**src/rtl/contador_ocupacion.sv**
```systemverilog
// Purpose : occupancy counter for a two-beam gate (A outside, B inside) with
//           input conditioning, direction FSM and saturating up/down count.
// Latency : pin change -> debounced level 2+DEB_CYCLES cycles; COUNT and the
//           event pulses update one cycle after the debounced pair completes a
//           sequence.
// Backpr. : none; sensors are free-running levels, nothing can be stalled.
//
// Ports:
//   CLK      rising-edge clock for all logic
//   RST      asynchronous active-low reset
//   BTN_A    outer beam, asynchronous, 1 = blocked
//   BTN_B    inner beam, asynchronous, 1 = blocked
//   CLR      synchronous clear of COUNT (FSM keeps tracking)
//   COUNT    current occupancy
//   FULL     COUNT == CAPACITY
//   EMPTY    COUNT == 0
//   ALMOST   COUNT >= ALMOST_TH
//   ENTRY_P  one-cycle pulse, accepted entry
//   EXIT_P   one-cycle pulse, accepted exit
//   REJ_P    one-cycle pulse, entry while full or exit while empty
//   SEQ_ERR  one-cycle pulse on entering the error state
module contador_ocupacion #(
    parameter int CAPACITY   = 7,
    parameter int CNT_W      = 3,
    parameter int ALMOST_TH  = 5,
    parameter int DEB_CYCLES = 4
) (
    input  logic             CLK,
    input  logic             RST,
    input  logic             BTN_A,
    input  logic             BTN_B,
    input  logic             CLR,
    output logic [CNT_W-1:0] COUNT,
    output logic             FULL,
    output logic             EMPTY,
    output logic             ALMOST,
    output logic             ENTRY_P,
    output logic             EXIT_P,
    output logic             REJ_P,
    output logic             SEQ_ERR
);

    // Debounce counter only has to reach DEB_CYCLES-1.
    localparam int DW = (DEB_CYCLES > 1) ? $clog2(DEB_CYCLES) : 1;

    localparam logic [DW-1:0]    DEB_LAST = DW'(DEB_CYCLES - 1);
    localparam logic [CNT_W-1:0] CAP      = CNT_W'(CAPACITY);
    localparam logic [CNT_W-1:0] ATH      = CNT_W'(ALMOST_TH);
    localparam logic [CNT_W-1:0] ONE      = CNT_W'(1);

    localparam logic [2:0] S_IDLE = 3'd0;
    localparam logic [2:0] S_E1   = 3'd1;
    localparam logic [2:0] S_E2   = 3'd2;
    localparam logic [2:0] S_E3   = 3'd3;
    localparam logic [2:0] S_X1   = 3'd4;
    localparam logic [2:0] S_X2   = 3'd5;
    localparam logic [2:0] S_X3   = 3'd6;
    localparam logic [2:0] S_ERR  = 3'd7;

    // Bit 1 carries beam A, bit 0 beam B, so case labels read as {A,B}.
    logic [1:0]    pins;
    logic [1:0]    sync1;
    logic [1:0]    sync2;
    logic [1:0]    deb;
    logic [DW-1:0] dcnt [2];

    logic [2:0]    state;
    logic [2:0]    state_nxt;
    logic          entry_evt;
    logic          exit_evt;

    logic [CNT_W-1:0] count;

    assign pins = {BTN_A, BTN_B};

    // ------------------------------------------------------------------
    // Synchroniser + debouncer. The counter only runs while the synchronised
    // level disagrees with the debounced one, so any glitch shorter than
    // DEB_CYCLES resets it and leaves the debounced level untouched.
    // ------------------------------------------------------------------
    always_ff @(posedge CLK or negedge RST) begin
        if (!RST) begin
            sync1 <= '0;
            sync2 <= '0;
        end else begin
            sync1 <= pins;
            sync2 <= sync1;
        end
    end

    always_ff @(posedge CLK or negedge RST) begin
        if (!RST) begin
            deb     <= '0;
            dcnt[0] <= '0;
            dcnt[1] <= '0;
        end else begin
            for (int i = 0; i < 2; i++) begin
                if (sync2[i] == deb[i]) begin
                    dcnt[i] <= '0;
                end else if (dcnt[i] == DEB_LAST) begin
                    deb[i]  <= sync2[i];
                    dcnt[i] <= '0;
                end else begin
                    dcnt[i] <= dcnt[i] + DW'(1);
                end
            end
        end
    end

    // ------------------------------------------------------------------
    // Direction FSM on the debounced pair. Unlisted patterns (including the
    // state's own pattern) keep the current state.
    // ------------------------------------------------------------------
    always_comb begin
        state_nxt = state;
        case (state)
            S_IDLE: begin
                case (deb)
                    2'b10:   state_nxt = S_E1;
                    2'b01:   state_nxt = S_X1;
                    2'b11:   state_nxt = S_ERR;
                    default: state_nxt = state;
                endcase
            end
            S_E1: begin
                case (deb)
                    2'b11:   state_nxt = S_E2;
                    2'b00:   state_nxt = S_IDLE;
                    2'b01:   state_nxt = S_ERR;
                    default: state_nxt = state;
                endcase
            end
            S_E2: begin
                case (deb)
                    2'b01:   state_nxt = S_E3;
                    2'b10:   state_nxt = S_E1;
                    2'b00:   state_nxt = S_ERR;
                    default: state_nxt = state;
                endcase
            end
            S_E3: begin
                case (deb)
                    2'b00:   state_nxt = S_IDLE;
                    2'b11:   state_nxt = S_E2;
                    2'b10:   state_nxt = S_ERR;
                    default: state_nxt = state;
                endcase
            end
            S_X1: begin
                case (deb)
                    2'b11:   state_nxt = S_X2;
                    2'b00:   state_nxt = S_IDLE;
                    2'b10:   state_nxt = S_ERR;
                    default: state_nxt = state;
                endcase
            end
            S_X2: begin
                case (deb)
                    2'b10:   state_nxt = S_X3;
                    2'b01:   state_nxt = S_X1;
                    2'b00:   state_nxt = S_ERR;
                    default: state_nxt = state;
                endcase
            end
            S_X3: begin
                case (deb)
                    2'b00:   state_nxt = S_IDLE;
                    2'b11:   state_nxt = S_X2;
                    2'b01:   state_nxt = S_ERR;
                    default: state_nxt = state;
                endcase
            end
            default: begin
                // S_ERR: only a fully clear gate resynchronises the FSM.
                if (deb == 2'b00) begin
                    state_nxt = S_IDLE;
                end
            end
        endcase
    end

    // A sequence completes on the final transition back to idle.
    assign entry_evt = (state == S_E3) && (deb == 2'b00);
    assign exit_evt  = (state == S_X3) && (deb == 2'b00);

    always_ff @(posedge CLK or negedge RST) begin
        if (!RST) begin
            state   <= S_IDLE;
            SEQ_ERR <= 1'b0;
        end else begin
            state   <= state_nxt;
            SEQ_ERR <= (state_nxt == S_ERR) && (state != S_ERR);
        end
    end

    // ------------------------------------------------------------------
    // Saturating counter. CLR wins over a same-cycle event and suppresses
    // every pulse, so a cleared count never reports a stale accept/reject.
    // ------------------------------------------------------------------
    always_ff @(posedge CLK or negedge RST) begin
        if (!RST) begin
            count   <= '0;
            ENTRY_P <= 1'b0;
            EXIT_P  <= 1'b0;
            REJ_P   <= 1'b0;
        end else begin
            ENTRY_P <= 1'b0;
            EXIT_P  <= 1'b0;
            REJ_P   <= 1'b0;
            if (CLR) begin
                count <= '0;
            end else if (entry_evt) begin
                if (count < CAP) begin
                    count   <= count + ONE;
                    ENTRY_P <= 1'b1;
                end else begin
                    REJ_P   <= 1'b1;
                end
            end else if (exit_evt) begin
                if (count != '0) begin
                    count  <= count - ONE;
                    EXIT_P <= 1'b1;
                end else begin
                    REJ_P  <= 1'b1;
                end
            end
        end
    end

    assign COUNT  = count;
    assign FULL   = (count == CAP);
    assign EMPTY  = (count == '0);
    assign ALMOST = (count >= ATH);

endmodule

```
**config.mk**
```make
export PLATFORM = sky130hd
export DESIGN_NAME = contador_ocupacion
export DESIGN_NICKNAME = d
export VERILOG_FILES = /design/src/rtl/contador_ocupacion.sv
export SDC_FILE = /design/constraint.sdc
export NUM_CORES = 1
export LEC_CHECK = 0
export BUFFER_PORTS_ARGS = -buffer_cell sky130_fd_sc_hd__buf_4
export CAP_MARGIN = 20
export CORE_MARGIN = 2
export CORE_UTILIZATION = 50
export CTS_BUF_LIST = sky130_fd_sc_hd__clkbuf_8
export DETAILED_ROUTE_END_ITERATION = 10
export GPL_TIMING_DRIVEN = 0
export PLACE_DENSITY = 0.7
export SETUP_SLACK_MARGIN = 0.02
export SLEW_MARGIN = 20
export SYNTH_ARGS = -nofsm -noshare
export SYNTH_HDL_FRONTEND = slang
export SYNTH_SLANG_ARGS = --single-unit
```
**constraint.sdc**
```tcl
create_clock -name CLK -period 6.6 [get_ports CLK]
set_input_delay 1.32 -clock CLK [delete_from_list [all_inputs] [get_ports CLK]]
set_output_delay 1.32 -clock CLK [all_outputs]
set_load 0.005 [all_outputs]
```
==> out/summary.txt, run 1 <==
Slowest cell on crit path: dfrtp_1
Number of flops mapped to enable cells by yosys: 0
Global placement routability congestion: 0.8427
Final setup fails: 0
Initial Util: 52.08%
Top Usage Layer GRT: met2
Max Cap Viol: 0
CTS max path bufs: 2
Asr flop ratio synth: 100.0%
Final hold viol count: 0
DP Wirelength: 1277 µm
Vias in the first global route: 696
Critical path launch point type: flip-flop
Worst EP required: 5.28 ns
FF+latch count, synth: 20
Clock Sinks: 20
Root Driver: clkbuf_8
Setup_tns: 0 ns
Hold buffers post-CTS: 0
Synth area leaders: dfrtp_1, nor2b_1, mux2_2
Clock Latency Late Sink: 0.26 ns
Pin count of the biggest net entering global routing: 21
ANT cells: 0
Total congestion overflow: 0
Maximum vdd drop: 0.2802 mV
Cell Chain, Critical Path: nor3_1 > buf_4
Routed vias: 748
Met3 Usage GRT: 3.086%
YS warnings: 0
Hold Path Class: reg2reg
Die span in y: 48.74 µm
CTS tree: yes
GR Util met1: 22.59%
GR Util All Layers: 16.19%
Max frequency: 0.4023 GHz
Syn Inst Count: 93
CTS Buf Count: 3
IO Port Bufs: 14
Setup Buffers After CTS: 0
Commonest cells in the synthesized netlist: dfrtp_1, nor2_1, nor2b_1, o21ai_0
Routed WL: 1755 µm
Layout area overhead: 21.00%
Setup CP Type: reg2out
Family with the most delay on the worst path: flip-flops
Crit. End Element: output port
Synthesized Nets: 101
Seq/Total Area, Yosys: 50.00%
I/O pin count: 15
# DRC: 0
Synth unique cells: 37
Post-Syn Area per Cell: 10.76 µm²
CTS resizes: 0
Most frequent cell after synthesis: dfrtp_1
CP max stage delay: 0.42 ns
CTS H-Tree Depth: 1
RSZ-0062 raised after global routing: no
Post-route setup slack: 4.114 ns
Synth Flop Type: dfrtp_1
Via-to-Cell Ratio: 5.420
Critical path peak fanout: 5
Pre-CTS WS: 4.320 ns
Routed Antenna Nets: 0
Core footprint: 1922 µm²
Cell leakage power: 0.5382 nW
Total Nets Final: 120
Outcome: finished, final reports clean
First-pass GRT wire length: 3015 µm
Final worst path period need: 2.486 ns
Share of cells above drive strength 1: 25.23%
Antenna violations before repair: 0
WP buf/inv: 1
Total die area: 2376 µm²
Cell taking the most area after synthesis: dfrtp_1
Cell row count: 16
Post-detailed-route wirelength per cell: 12.72 µm
DIE WIDTH: 48.74 µm
Pwr per Cell Area: 436.6 nW/µm²
Number of DRC markers in iteration 0: 16
Rel. slew slack: 70.94%
M2 GR Usage: 26.03%
Post-synth top area share: 50.00%
Mapped cell area: 1001 µm²
Final Max Tran Viols: 0
CP arrival: 1.17 ns
Clock Skew: 0.0008822 ns
Pre-Repair DR Iteration Count: 4
Core Util, Final: 63.02%
Worst slew pin tran: 0.4359 ns
Crit share post-route: 37.66%
Clk slew on worst S/H paths: 0.07 ns
-- logic make-up after synthesis --
logic type	synth area share [%]
AND/OR/NAND/NOR	19.25
AO/OA/AOI/OAI	14.88
flip-flops	50.00
buffers and inverters	4.249
multiplexers	4.500
XOR/XNOR	2.625
adder cells (fa/ha/maj)	4.500
-- cell usage in the layout, fill, tap and decap left out, types with 2 or more instances in the layout --
master     n
a21oi_1    2
nor2b_1    6
mux2_2     3
buf_4     14
nor3_1     4
o211ai_1   2
clkbuf_8   3
clkbuf_1   4
o21ai_0    6
or3_1      2
nor2_1     7
ha_1       2
a22oi_1    2
dfrtp_1   20
nand2_1    3
a311oi_1   2
nand2b_1   2
xnor2_1    3
inv_1      3
-- metal layers --
layer | wire, µm | part of all wire, %
met3 | 97 | 5.5
met2 | 829 | 47
met1 | 814 | 46
met4 | 13 | 0.74
met5 | 0 | 0
-- flip-flops by register name, indices dropped and copies added, names as in the netlist --
register	flops
sync2	2
sync1	2
REJ_P	1
state	3
dcnt	4
SEQ_ERR	1
EXIT_P	1
deb	2
ENTRY_P	1
COUNT	3
-- where the power goes --
group	internal, mW	switching (mW)
Sequential	0.157	0.0254
Combinational	0.111	0.113
Clock	0.0809	0.0412
Total	0.349	0.180
-- final cells by class --
class	instances	area, µm²
Inverter	3	11.26
Clock buffer	3	41.29
Buffer	6	31.28
Timing Repair Buffer	14	105.1
Tap cell	27	33.78
Fill cell	162	710.7
Sequential cell	20	500.5
Clock inverter	1	30.03
Multi-Input combinational cell	64	457.9
-- path summary, 6_finish.rpt --
path | from | depth (start not counted) | endpoint | slack (ns)
max | COUNT[0] | 2 | EMPTY | 4.11
min | sync1[1] | 0 | sync2[1] | 0.35
max reg2reg | state[1] | 8 | COUNT[2] | 4.31
min reg2reg | sync1[1] | 0 | sync2[1] | 0.35
max in group asynchronous | RST | 1 | deb[1] | 5.48
min in group asynchronous | RST | 1 | state[1] | 0.92
-- per-stage QoR --
step | instance area [µm²] | power (mW) | instances | hold slack, ns
2_1_floorplan | 1001 | 0.3519 | 93 | 0.3312
3_3_place_gp | 1140 | 0.4009 | 134 | 0.3339
3_5_place_dp | 1140 | 0.4097 | 134 | 0.3381
4_1_cts | 1211 | 0.5329 | 138 | 0.3562
5_1_grt | 1211 | 0.5707 | 138 | 0.3602
6_report | 1211 | 0.5288 | 138 | 0.3514
-- worst reg2reg max path, delay by kind of cell, from the launching register on --
kind | cells | cell delay (ns)
and+or+nand+nor | 3 | 0.75
DFF | 1 | 0.38
buffers and inverters | 2 | 0.18
AOI/OAI and AO/OA | 1 | 0.16
muxes | 1 | 0.33
adders and majority gates | 1 | 0.37
No activity file was read; power rests on OpenSTA's default activity.
==> run 2, diff against run 1 <==
clock period = 2.3 ns   (was 6.6 ns; I/O delays follow)
==> run 2 against run 1 <==
Against the previous run: register-to-register slack worse by 4.2 ns; combinational power rose to 3.0 times the previous value; via count grew 2.1%.
==> out/summary.txt, run 2 (synthesis results as in run 1) <==
Setup_tns: 0 ns (unchanged)
Via-to-Cell Ratio: 5.457 (+0.68%)
Clk slew on worst S/H paths: 0.07 ns (about the same)
Core Util, Final: 64.52% (+1.5 points)
Root Driver: clkbuf_8
Pre-Repair DR Iteration Count: 4 (unchanged)
DIE WIDTH: 48.74 µm (unchanged)
Pin count of the biggest net entering global routing: 21 (unchanged)
# DRC: 0 (unchanged)
Hold buffers post-CTS: 0 (unchanged)
GR Util All Layers: 16.32% (+0.13 points)
Crit. End Element: flip-flop
Maximum vdd drop: 0.8561 mV (+210%)
Max Cap Viol: 0 (unchanged)
Setup CP Type: reg2reg
Final hold viol count: 0 (unchanged)
Design Power: 1.557 mW (+190%)
Routed vias: 764 (+2.1%)
Post-detailed-route wirelength per cell: 12.90 µm (+1.4%)
Rel. slew slack: 71.40% (+0.46 points)
Number of DRC markers in iteration 0: 26 (+10)
Final worst path period need: 2.212 ns
IO Port Bufs: 14 (unchanged)
Initial Util: 52.08% (unchanged)
Logic gate share of total power: 43.8% (+1.4 points)
Outcome: finished, final reports clean
Commonest non-fill, non-tap cell in the layout: dfrtp_1
Internal cell power: 1.027 mW (+190%)
CTS max path bufs: 2 (unchanged)
Vias in the first global route: 694 (-0.29%)
I/O pin count: 15 (unchanged)
Antenna violations before repair: 0 (unchanged)
Dpl cell area: 1140 µm² (unchanged)
Crit share post-route: 96.18%
CTS H-Tree Depth: 1 (unchanged)
Final Max Tran Viols: 0 (unchanged)
Cell leakage power: 0.5498 nW (+2.2%)
Most flops, register: dcnt
Max frequency: 0.4520 GHz
Total congestion overflow: 0 (unchanged)
First-pass GRT wire length: 3036 µm (+0.70%)
CTS Buf Count: 3 (unchanged)
Max reg flops: 4 (unchanged)
Commonest non-fill, non-tap cells in the layout: dfrtp_1, buf_4, nor2_1
Die span in y: 48.74 µm (unchanged)
Critical path peak fanout: 6 (+1)
Net switching power: 0.5292 mW (+190%)
Routed WL: 1806 µm (+2.9%)
Sequential Power Share: 33.8% (-0.7 points)
Worst slew pin tran: 0.4290 ns (-0.006917 ns)
Core footprint: 1922 µm² (unchanged)
CP arrival: 2.36 ns (+1.19 ns)
RSZ-0062 raised after global routing: no
Design area: 1240 µm² (+2.4%)
Total die area: 2376 µm² (unchanged)
Sw Ratio: 34.00% (about the same)
Worst EP required: 2.45 ns (-2.83 ns)
Power share of the clock group: 22.4% (-0.7 points)
Global placement routability congestion: 0.8427 (unchanged)
Final setup fails: 0 (unchanged)
DP Wirelength: 1277 µm (unchanged)
Critical path launch point type: flip-flop
Routed Antenna Nets: 0 (unchanged)
ANT cells: 0 (unchanged)
Clock Sinks: 20 (unchanged)
Hold Path Class: in2async
Share of cells above drive strength 1: 29.20% (+4.0 points)
Total Nets Final: 122 (+1.7%)
Layout area overhead: 23.88%
Clock Latency Late Sink: 0.26 ns (about the same)
Pwr per Cell Area: 1255 nW/µm² (+190%)
CTS tree: yes
Clock Skew: 0.002151 ns (+0.001269 ns)
Hold slack: 0.06186 ns (-0.2895 ns)
Cell row count: 16 (unchanged)
==> run 2: worst paths after layout <==
path                       slack [ns]     start       end  depth (start not counted)
hold / removal                   0.06       RST  state[1]                          1
setup reg to reg                 0.09  state[1]  COUNT[2]                          8
min in group CLK                 0.30     BTN_B  sync1[0]                          1
setup / recovery                 0.09  state[1]  COUNT[2]                          8
max in group asynchronous        2.03       RST   dcnt[1]                          1
hold reg to reg                  0.35  sync1[1]  sync2[1]                          0
==> run 2: critical path, cell delays in order (launching register included) <==
cell and delay [ns]:
dfrtp_1 0.38, buf_6 0.12, or3b_4 0.25, or2_4 0.12, inv_1 0.05, fa_2 0.33, or3_4 0.39, a22oi_2 0.14
mux2_4 0.31
==> run 2: repair_timing <==
action / 4_1_cts / 5_1_grt
gates resized for setup: 1 / 3
setup buffers: 0 / 2
pin swaps: 1 / 2
endpoints found under the setup margin: 1 / 1
==> run 2: cell type report <==
cell class | count | area (µm²)
plain buffers | 6 | 31.28
clock buffers | 3 | 41.29
clock inverters | 1 | 30.03
fillers | 160 | 681.9
inverters | 3 | 11.26
multi-input cells | 64 | 471.7
flip-flops and latches | 20 | 500.5
well taps | 27 | 33.78
repair buffers | 16 | 120.1
==> run 2: power groups by stage <==
stage | clock network [mW] | registers [mW] | logic (mW)
2_1_floorplan | 0 | 0.517 | 0.492
3_3_place_gp | 0 | 0.529 | 0.622
3_5_place_dp | 0 | 0.533 | 0.642
4_1_cts | 0.357 | 0.526 | 0.650
5_1_grt | 0.374 | 0.542 | 0.767
6_report | 0.349 | 0.526 | 0.682
==> run 2: metrics by stage <==
| step | cells | worst slack (ns) |
|---|---|---|
| after floorplan | 93 | 0.1071 |
| after global placement | 134 | 0.04096 |
| after detailed placement | 134 | 0.02044 |
| after CTS | 138 | 0.02284 |
| after global routing | 140 | 0.02193 |
| final | 140 | 0.08781 |
==> run 2: routing by layer <==
metal,GRT usage (%),vias to the layer above,wire [µm]
met5,0,-,0
met4,4.286,0,17
met3,3.086,2,80
met2,26.03,19,880
met1,23.00,377,829
li1,-,366,-
==> run 3, diff against run 2 <==
CORE_ASPECT_RATIO = 1.25   (was unset)
==> run 3 against run 2 <==
Against the previous run: flip-flop and latch count stayed put; sequential power decreased by 1%; via count fell by 3.0%; routed wire length fell by 4.3%; critical path depth unchanged; cell count shrank 5.7%; combinational power is 2% lower; power is 1.4% lower; final area fell by 1.6%; first-iteration DRC count grew 15%; non-clock buffer count shrank 1; utilization down 1.5 points; largest power group unchanged.
==> out/summary.txt, run 3 (synthesis results as in run 1) <==
Outcome: finished, final reports clean
Final worst path period need: 2.184 ns (-0.02813 ns)
Clk slew on worst S/H paths: 0.07 ns (about the same)
Total congestion overflow: 0 (unchanged)
CTS max path bufs: 2 (unchanged)
Final setup fails: 0 (unchanged)
Routed vias: 741 (-3.0%)
Post-detailed-route wirelength per cell: 13.09 µm (+1.5%)
Share of cells above drive strength 1: 29.46% (+0.26 points)
Max frequency: 0.4579 GHz (+1.3%)
Post-route setup slack: 0.1159 ns (+0.02813 ns)
Worst slew pin tran: 0.4213 ns (-0.007698 ns)
Antenna violations before repair: 0 (unchanged)
CP max stage delay: 0.38 ns (about the same)
Clock Sinks: 20 (unchanged)
Routed Antenna Nets: 0 (unchanged)
Final hold viol count: 0 (unchanged)
Max Cap Viol: 0 (unchanged)
Maximum vdd drop: 0.7063 mV (-18%)
Hold Path Class: in2async
ANT cells: 0 (unchanged)
Setup CP Type: reg2reg
Family with the most delay on the worst path: simple AND/OR/NAND/NOR gates
Die span in y: 54.03 µm (+11%)
Clock Latency Late Sink: 0.25 ns (about the same)
Crit. End Element: flip-flop
Pwr per Cell Area: 1258 nW/µm² (+0.24%)
Pre-CTS WS: 0.02115 ns (+0.0007045 ns)
Net switching power: 0.5163 mW (-2.4%)
Crit share post-route: 94.96% (-1.2 points)
Internal cell power: 1.019 mW (-0.83%)
Design area: 1220 µm² (-1.6%)
I/O pin count: 15 (unchanged)
Rel. slew slack: 71.91% (+0.51 points)
Power share of the clock group: 22.4% (about the same)
GR Util All Layers: 17.42% (+1.1 points)
Pin count of the biggest net entering global routing: 21 (unchanged)
Global placement routability congestion: 0.7964 (-5.5%)
Critical path peak fanout: 10 (+4)
Slowest cell on crit path: dfrtp_1
Worst EP required: 2.44 ns (about the same)
# DRC: 0 (unchanged)
Commonest non-fill, non-tap cell in the layout: dfrtp_1
Root Driver: clkbuf_8
Fin cells: 132 (-5.7%)
First-pass GRT wire length: 3015 µm (-0.69%)
Pre-Repair DR Iteration Count: 4 (unchanged)
Routed WL: 1728 µm (-4.3%)
Setup_tns: 0 ns (unchanged)
WP buf/inv: 2 (unchanged)
Total die area: 2378 µm² (+0.11%)
DIE WIDTH: 44.02 µm (-9.7%)
Critical path launch point type: flip-flop
CTS H-Tree Depth: 1 (unchanged)
RSZ-0062 raised after global routing: no
Commonest non-fill, non-tap cells in the layout: dfrtp_1, buf_4, nor2_1
Layout area overhead: 21.88%
Most flops, register: dcnt
Design Power: 1.535 mW (-1.4%)
Core footprint: 1937 µm² (+0.78%)
CP arrival: 2.33 ns (-0.03 ns)
Number of DRC markers in iteration 0: 30 (+15%)
DP Wirelength: 1259 µm (-1.4%)
Total Nets Final: 121 (-0.82%)
Initial Util: 51.68% (-0.40 points)
Sequential Power Share: 33.9% (about the same)
Cell row count: 18 (+2)
Via-to-Cell Ratio: 5.614 (+2.9%)
Placed Cells: 127 (-5.2%)
Dpl cell area: 1131 µm² (-0.77%)
CTS tree: yes
Cell leakage power: 0.5396 nW (-1.9%)
Max reg flops: 4 (unchanged)
Logic gate share of total power: 43.7% (about the same)
Vias in the first global route: 714 (+2.9%)
CTS Buf Count: 3 (unchanged)
Final Max Tran Viols: 0 (unchanged)
IO Port Bufs: 14 (unchanged)
Cell Chain, Critical Path: buf_6 > or3b_4 > or2_4 > inv_2 > fa_2 > or3_1 > a22oi_2 > mux2_4
Sw Ratio: 33.63% (-0.37 points)
FILL cells: 173 (+8.1%)
Clock Skew: 0.003725 ns (+0.001574 ns)
run 3: per-layer routing:
metal	part of all wire, %	GRT usage (%)	up-vias
met5	0	0	-
met4	0.98	7.576	0
met1	44	21.15	353
met3	4.0	3.020	2
met2	51	30.15	19
li1	-	-	367
run 3: path summary, 6_finish.rpt:
path,startpoint,endpoint,slack [ns],depth (start not counted)
setup reg to reg,state[1],COUNT[2],0.12,8
hold reg to reg,sync1[0],sync2[0],0.36,0
min in group CLK,BTN_B,sync1[0],0.31,1
max in group asynchronous,RST,deb[1],2.02,1
setup / recovery,state[1],COUNT[2],0.12,8
hold / removal,RST,ENTRY_P,0.06,1
run 3: cell type report:
cell class	instances	area, µm²	share of cell area (%)
Inverter	3	11.26	0.9231
Sequential cell	20	501.7	41.13
Timing Repair Buffer	15	112.6	9.231
Clock inverter	1	30.03	2.462
Multi-Input combinational cell	64	466.7	38.26
Buffer	6	31.28	2.564
Clock buffer	3	41.29	3.385
Tap cell	20	25.02	2.051
run 3: timing repair:
item,CTS,global route
pin swaps,1,3
setup endpoints to repair,1,2
gates resized for setup,0,5
setup buffers,0,1
hold buffers,0,0
run 3: per-stage QoR:
stage | hold slack (ns) | util [%]
6_report | 0.06494 | 62.98
5_1_grt | 0.07996 | 62.98
3_3_place_gp | 0.3366 | 58.40
3_5_place_dp | 0.3418 | 58.40
4_1_cts | 0.07030 | 62.08
2_1_floorplan | 0.1644 | -
run 3: power groups by stage:
stage / Clock (mW) / Sequential, mW / Combinational (mW)
5_1_grt: 0.368 / 0.536 / 0.752
3_3_place_gp: 0 / 0.528 / 0.619
3_5_place_dp: 0 / 0.536 / 0.635
6_report: 0.344 / 0.520 / 0.671
2_1_floorplan: 0 / 0.517 / 0.492
4_1_cts: 0.352 / 0.528 / 0.639
